===== config.mk =====
export PLATFORM = sky130hd
export DESIGN_NAME = top_level
export DESIGN_NICKNAME = d
export VERILOG_FILES = /design/src/rtl/top_level.sv
export SDC_FILE = /design/constraint.sdc
export NUM_CORES = 1
export LEC_CHECK = 0
export BUFFER_PORTS_ARGS = -buffer_cell sky130_fd_sc_hd__buf_4
export CAP_MARGIN = 10
export CORE_MARGIN = 4
export CORE_UTILIZATION = 30
export CTS_CLUSTER_DIAMETER = 40
export DETAILED_ROUTE_END_ITERATION = 10
export SLEW_MARGIN = 20
export SYNTH_ARGS = -nofsm -noshare
export SYNTH_HDL_FRONTEND = slang
export SYNTH_SLANG_ARGS = --single-unit

===== constraint.sdc =====
create_clock -name clk -period 1.8 [get_ports clk]
set_clock_uncertainty 0.2 [all_clocks]
set_input_delay 0.18 -clock clk [delete_from_list [all_inputs] [get_ports clk]]
set_output_delay 0.18 -clock clk [all_outputs]
set_load 0.005 [all_outputs]

===== src/rtl/top_level.sv =====
// Pattern-count engine: scans a 32-byte message for a 5-bit pattern and writes in-byte, per-byte and stream counts.
// Optional STATUS_BYTE_EN adds a final 0xA5 status byte at OUT_ADDR+3.

module dat_mem #(
   parameter int unsigned DEPTH = 256,
   parameter int unsigned AW    = 8
) (
   input  logic          clk,
   input  logic          i_we,
   input  logic [AW-1:0] i_waddr,
   input  logic [7:0]    i_wdata,
   input  logic [AW-1:0] i_raddr,
   output logic [7:0]    o_rdata
);
   logic [7:0] core [0:DEPTH-1];

   // Contents are deliberately not reset so preloaded data survives reset.
   always_ff @(posedge clk) begin
      if (i_we) core[i_waddr] <= i_wdata;
   end

   assign o_rdata = core[i_raddr];
endmodule

module top_level #(
   parameter int unsigned MEM_DEPTH = 256,
   parameter int unsigned MSG_BYTES = 32,
   parameter int unsigned PAT_ADDR  = 32,
   parameter int unsigned OUT_ADDR  = 33
) (
   input  logic clk,
   input  logic reset,
   output logic done
);
   localparam int unsigned AW = $clog2(MEM_DEPTH);
   localparam int unsigned KW = $clog2(MSG_BYTES);

   typedef enum logic [2:0] {
      S_IDLE, S_LOAD, S_SCAN, S_WR_B, S_WR_O, S_WR_S, S_WR_F, S_DONE
   } state_t;

   state_t          r_state;
   logic            r_done;
   logic [4:0]      r_pat;
   logic [7:0]      r_prev;
   logic [KW-1:0]   r_k;
   logic [7:0]      r_ctb;
   logic [7:0]      r_cto;
   logic [7:0]      r_cts;

   logic [AW-1:0]   w_raddr;
   logic [7:0]      w_rdata;
   logic            w_we;
   logic [AW-1:0]   w_waddr;
   logic [7:0]      w_wdata;
   logic [2:0]      w_m;
   logic [2:0]      w_x;
   logic [11:0]     w_cat;

   assign w_raddr = (r_state == S_LOAD) ? AW'(PAT_ADDR) : AW'(r_k);

   dat_mem #(.DEPTH(MEM_DEPTH), .AW(AW)) datMem (
      .clk     (clk),
      .i_we    (w_we),
      .i_waddr (w_waddr),
      .i_wdata (w_wdata),
      .i_raddr (w_raddr),
      .o_rdata (w_rdata)
   );

   // In-byte matches (w_m) and matches straddling the previous byte (w_x, MSB in prev).
   assign w_cat = {r_prev[3:0], w_rdata};
   always_comb begin
      w_m = 3'd0;
      w_x = 3'd0;
      for (int i = 0; i < 4; i++) begin
         if (w_rdata[7-i -: 5] == r_pat) w_m = w_m + 3'd1;
         if ((r_k != '0) && (w_cat[11-i -: 5] == r_pat)) w_x = w_x + 3'd1;
      end
   end

   // Result write-back port.
   always_comb begin
      w_we    = 1'b0;
      w_waddr = '0;
      w_wdata = 8'd0;
      case (r_state)
         S_WR_B: begin w_we = 1'b1; w_waddr = AW'(OUT_ADDR);     w_wdata = r_ctb; end
         S_WR_O: begin w_we = 1'b1; w_waddr = AW'(OUT_ADDR + 1); w_wdata = r_cto; end
         S_WR_S: begin w_we = 1'b1; w_waddr = AW'(OUT_ADDR + 2); w_wdata = r_cts; end
`ifdef STATUS_BYTE_EN
         S_WR_F: begin w_we = 1'b1; w_waddr = AW'(OUT_ADDR + 3); w_wdata = 8'hA5; end
`endif
         default: ;
      endcase
   end

   always_ff @(posedge clk or negedge reset) begin
      if (!reset) begin
         r_state <= S_IDLE;
         r_done  <= 1'b0;
         r_pat   <= 5'd0;
         r_prev  <= 8'd0;
         r_k     <= '0;
         r_ctb   <= 8'd0;
         r_cto   <= 8'd0;
         r_cts   <= 8'd0;
      end else begin
         case (r_state)
            S_IDLE: r_state <= S_LOAD;
            S_LOAD: begin
               r_pat   <= w_rdata[7:3];
               r_k     <= '0;
               r_state <= S_SCAN;
            end
            S_SCAN: begin
               r_ctb  <= r_ctb + 8'(w_m);
               if (w_m != 3'd0) r_cto <= r_cto + 8'd1;
               r_cts  <= r_cts + 8'(w_m) + 8'(w_x);
               r_prev <= w_rdata;
               r_k    <= r_k + KW'(1);
               if (r_k == KW'(MSG_BYTES - 1)) r_state <= S_WR_B;
            end
            S_WR_B: r_state <= S_WR_O;
            S_WR_O: r_state <= S_WR_S;
`ifdef STATUS_BYTE_EN
            S_WR_S: r_state <= S_WR_F;
            S_WR_F: begin
               r_state <= S_DONE;
               r_done  <= 1'b1;
            end
`else
            S_WR_S: begin
               r_state <= S_DONE;
               r_done  <= 1'b1;
            end
`endif
            S_DONE: r_state <= S_DONE;
            default: r_state <= S_IDLE;
         endcase
      end
   end

   assign done = r_done;
endmodule


==> results of run 1 <==
[final timing paths]
kind / start / end / slack [ps]
worst max register to register: r_k[0]$_DFFE_PN0P_ / r_k[4]$_DFFE_PN0P_ / 120
min in group clk: done$_DFFE_PN0P_ / done$_DFFE_PN0P_ / 270
worst max-delay path: r_k[0]$_DFFE_PN0P_ / r_k[4]$_DFFE_PN0P_ / 120
worst min-delay path: reset / r_state[0]$_DFFE_PN0P_ / 80
worst min register to register: done$_DFFE_PN0P_ / done$_DFFE_PN0P_ / 270
max in group asynchronous: reset / r_k[3]$_DFFE_PN0P_ / 1180
[power breakdown]
part	switching (mW)	internal (mW)
clock network	0.0659	0.0851
logic	0.00411	0.00289
registers	0	0.202
total	0.0700	0.290
[worst max-delay path: stages, from the launching register on]
cell	delay, ps
dfrtp_1	420
ha_1	240
and3_1	190
ha_1	270
a22oi_1	160
o21ai_1	80
[metal layers]
layer,vias up,global-route usage,share of wire
met5,-,0,0
met4,0,0.01657,0
met3,0,0.06897,0.066
met2,5,0.1192,0.42
met1,152,0.1259,0.51
li1,172,-,-
[through the flow]
stage               cell area, sq um  utilization  worst slack (ps)  std cells  total power, mW
detailed placement             483.0       0.3535             127.1         59           0.2118
global route                   519.2       0.3800             12.04         64           0.3860
CTS                            519.2       0.3800             111.5         64           0.3686
finish                         519.2       0.3800             116.8         64           0.3603
floorplan                      456.7            -             219.1         43           0.2061
global placement               483.0       0.3535             134.5         59           0.2118
[final cells by class]
class / instances / area, sq um
fill: 151 / 847.1
sequential: 9 / 225.2
multi-input combinational: 31 / 216.5
clock buffer: 4 / 26.28
timing repair buffer: 3 / 25.02
tap: 15 / 18.77
inverter: 2 / 7.507
[layout by cell type (no fill, tap or decap), types with 2 or more instances in the layout]
cell type  n
dfrtp_1    9
o21ai_1    6
nand2_1    4
a21oi_1    3
a22oi_1    3
clkbuf_4   3
and3_1     2
inv_2      2
o21ai_0    2
ha_1       2
buf_4      2
[kinds of logic (layout without fill, tap and decap cells)]
group	count (synthesis)	after routing	share of synthesized area
compound gates	18	18	0.2438
flops	9	9	0.4932
simple gates	9	9	0.1342
buf+inv	3	9	0.03289
fa+ha+maj	2	2	0.05479
xor+xnor	1	1	0.01918
mux	1	1	0.02192
==> flow_metrics.py, run 1 <==
metrics = {
    "status": {
        "outcome": "completed",
    },
    "logic_synthesis": {
        "synthTopCellsByCount": "9 x dfrtp_1, 6 x o21ai_1, 4 x nand2_1",
        "yosysMostFrequentCell": "dfrtp_1",
        "synth_cell_types": 19,
        "yosysSeqAreaShare": 0.4932,
        "yosys-top-cells-area": "dfrtp_1 49%, o21ai_1 6.6%, ha_1 5.5%",
        "syn_inst": 43,
        "synth_top_area_frac": 0.4932,
        "synth_seq_cells": 9,
        "ys.warnings.count": 0,
        "ys_async_sr_fraction": 1.000,
        "syn_nets": 47,
        "synth_top_area_cell": "dfrtp_1",
        "synth_flop_cell": "dfrtp_1",
        "syn_area_sq_um": 456.7,
        "synth-edff-count": 0,
        "avgSynthCellArea_sq_um": 10.62,
    },
    "sta": {
        "setup_viol": 0,
        "tns_ps": 0,
        "period_minus_slack_ps": 1683,
        "rsz0062_at_grt": "no",
        "worstMarginPinSlew_ps": 472.2,
        "fin_crit_sh": 0.9351,
        "hold_viol_final": 0,
        "max-slew-margin-rel": 0.6852,
        "final-max-slew-violation-count": 0,
        "whs_ps": 83.38,
        "timing.fmax_ghz": 0.5941,
    },
    "grt": {
        "track_usage": 0.09297,
        "grt_max_degree": 16,
        "first_global_vias": 300,
        "antenna_found_initial": 0,
        "grt_first_pass_wirelength_mm": 1.359,
        "grt_overflow": 0,
    },
    "critical_path": {
        "worstSetupEndpointType": "register",
        "r2r_cells": 5,
        "cp-start-kind": "register",
        "worstPathArrival_ps": 1610,
        "crit_type": "register to register",
        "required_ps": 1720,
        "path_max_fanout": 5,
    },
    "finish": {
        "syn2layout_area_growth_pct": 13.70,
        "drive_gt1_frac": 0.2041,
        "n_antenna_cell": 0,
        "nets": 54,
    },
    "cts": {
        "clk_pin_slew_ps": 60,
        "cts_tree": "yes",
        "cts-buffers-inserted": 3,
        "cts_root_buffer": "clkbuf_4",
        "cts_sinks": 9,
        "clk_latency_ps": 250,
        "post_cts_buffers": 0,
        "post_cts_resized": 0,
        "clock_path_buffers": 2,
        "cts_max_level": 1,
        "ctsHoldBuffers": 1,
    },
    "routing": {
        "firstDrtPassIters": 1,
        "vias_per_cell": 5.141,
        "drtIter0Drc": 0,
        "drt-wirelength-per-cell_um": 11.59,
        "drc": 0,
        "vias": 329,
        "detail-route-antenna-nets": 0,
        "wirelength_um": 742,
    },
    "pwr": {
        "p_per_area_nw_per_um2": 694.0,
        "p_leak_nw": 0.2294,
        "vdd_drop_max_v": 0.0005334,
    },
    "job": {
        "cap_violations": 0,
    },
    "floorplan": {
        "die-area_sq_um": 2210,
        "rows": 13,
        "die_h_um": 47.02,
        "start_util": 0.3342,
        "coreArea_sq_um": 1366,
        "pin_count": 3,
        "die_w_um": 47.02,
    },
    "place": {
        "portBuffers": 2,
        "dp_hpwl_um": 524.8,
        "gp_congestion": 0.7294,
    },
    "hold_path": {
        "hold_class": "input pin to asynchronous set/reset pin",
    },
}
(Power assumes the default switching activity.)
==> inputs of run 2 (changes only) <==
- RECOVER_POWER: unset -> 50
==> run 2 against run 1 <==
  * Combinational power decreased by 15%
  * Flip-flop and latch count unchanged
  * Largest cell class unchanged
  * Sequential share of layout area increased by 0.32 points
  * Highest routed layer unchanged
  * Largest power group unchanged
  * Critical path depth unchanged
==> flow_metrics.py, run 2 (synthesized netlist as in run 1, its figures left out) <==
metrics = {
    "pwr": {
        "switching_share": 0.1947,
        "p_seq_frac": 0.563,
        "p_per_area_nw_per_um2": 697.0,
        "switchingPower_mw": 0.06996,
        "power.total_mw": 0.3593,
        "internal-power_mw": 0.2893,
        "p_leak_nw": 0.2258,
        "clockPowerShare": 0.420,
        "vdd_drop_max_v": 0.0005333,
        "comb_power_share": 0.017,
    },
    "sta": {
        "setup_ws_ps": 116.8,
        "final-max-slew-violation-count": 0,
        "period_minus_slack_ps": 1683,
        "rsz0062_at_grt": "no",
        "worstMarginPinSlew_ps": 494.8,
        "max-slew-margin-rel": 0.6701,
        "setup_viol": 0,
        "hold_viol_final": 0,
        "whs_ps": 196.5,
        "timing.fmax_ghz": 0.5941,
        "tns_ps": 0,
        "fin_crit_sh": 0.9351,
    },
    "floorplan": {
        "die_w_um": 47.02,
        "die_h_um": 47.02,
        "die-area_sq_um": 2210,
        "start_util": 0.3342,
        "coreArea_sq_um": 1366,
        "rows": 13,
        "pin_count": 3,
    },
    "place": {
        "portBuffers": 2,
        "gp_congestion": 0.7294,
        "dp_slack_ps": 127.1,
        "dp_hpwl_um": 524.8,
        "placed_cell_area_sq_um": 483.0,
        "dp_cells": 59,
    },
    "finish": {
        "register_area_sq_um": 225.2,
        "final_cell_count_no_fill": 64,
        "final_common_cell": "dfrtp_1",
        "syn2layout_area_growth_pct": 12.88,
        "final_cell_area_sq_um": 515.5,
        "utilization": 0.3773,
        "fillers": 151,
        "multiInputGateArea_sq_um": 216.5,
        "drive_gt1_frac": 0.1837,
        "final_cell_mix": "9 x dfrtp_1, 6 x o21ai_1, 4 x nand2_1",
        "n_antenna_cell": 0,
        "nets": 54,
    },
    "cts": {
        "clk_latency_ps": 250,
        "cts_root_buffer": "clkbuf_4",
        "cts_max_level": 1,
        "clk_pin_slew_ps": 60,
        "post_cts_resized": 0,
        "clock_path_buffers": 2,
        "cts-buffers-inserted": 3,
        "cts_sinks": 9,
        "cts_tree": "yes",
    },
    "critical_path": {
        "crit_type": "register to register",
        "worstSetupEndpointType": "register",
        "path_max_fanout": 5,
        "worstPathArrival_ps": 1610,
        "cp-start-kind": "register",
        "required_ps": 1720,
    },
    "routing": {
        "drtIter0Drc": 0,
        "drt-wirelength-per-cell_um": 11.61,
        "detail-route-antenna-nets": 0,
        "vias": 329,
        "vias_per_cell": 5.141,
        "wirelength_um": 743,
        "drc": 0,
        "firstDrtPassIters": 1,
    },
    "job": {
        "cap_violations": 0,
    },
    "hold_path": {
        "hold_class": "input pin to asynchronous set/reset pin",
    },
    "grt": {
        "track_usage": 0.09297,
        "antenna_found_initial": 0,
        "grt_overflow": 0,
        "first_global_vias": 300,
        "grt_first_pass_wirelength_mm": 1.359,
        "grt_max_degree": 16,
    },
    "status": {
        "outcome": "completed",
    },
}
[run 2: power groups by stage]
stage / Combinational, mW / Clock (mW) / Sequential [mW]
after floorplan: 0.000000101 / 0 / 0.206
after global placement: 0.00580 / 0 / 0.206
after detailed placement: 0.00578 / 0 / 0.206
after CTS: 0.00755 / 0.159 / 0.202
after global routing: 0.00715 / 0.176 / 0.202
final: 0.00595 / 0.151 / 0.202
[run 2: worst max-delay path, stage by stage (launching register included)]
cell and delay (ps):
dfrtp_1 420, ha_1 240, and3_1 190, ha_1 270
a22oi_1 160, o21ai_1 80
[run 2: timing repair]
action	CTS	global route
setup buffers	0	0
hold buffers	1	0
endpoints found under the hold margin	9	0
[run 2: final timing paths]
check,slack [ps],endpoint,start,depth (start not counted)
worst max-delay path,120,r_k[4]$_DFFE_PN0P_,r_k[0]$_DFFE_PN0P_,5
worst max register to register,120,r_k[4]$_DFFE_PN0P_,r_k[0]$_DFFE_PN0P_,5
min in group clk,270,done$_DFFE_PN0P_,done$_DFFE_PN0P_,1
worst min-delay path,200,r_state[0]$_DFFE_PN0P_,reset,2
max in group asynchronous,870,r_k[1]$_DFFE_PN0P_,reset,2
worst min register to register,270,done$_DFFE_PN0P_,done$_DFFE_PN0P_,1
[run 2: final cells by class]
type / count / area share
Clock buffer: 4 / 0.05097
Inverter: 2 / 0.01456
Multi-Input combinational cell: 31 / 0.4199
Sequential cell: 9 / 0.4369
Tap cell: 15 / 0.03641
Timing Repair Buffer: 3 / 0.04126
[run 2: routing by layer]
layer  GRT usage  part of all wire  vias to the layer above
li1            -                 -                      172
met1      0.1259              0.51                      152
met2      0.1192              0.42                        5
met3     0.06897             0.066                        0
met4     0.01657                 0                        0
met5           0                 0                        -
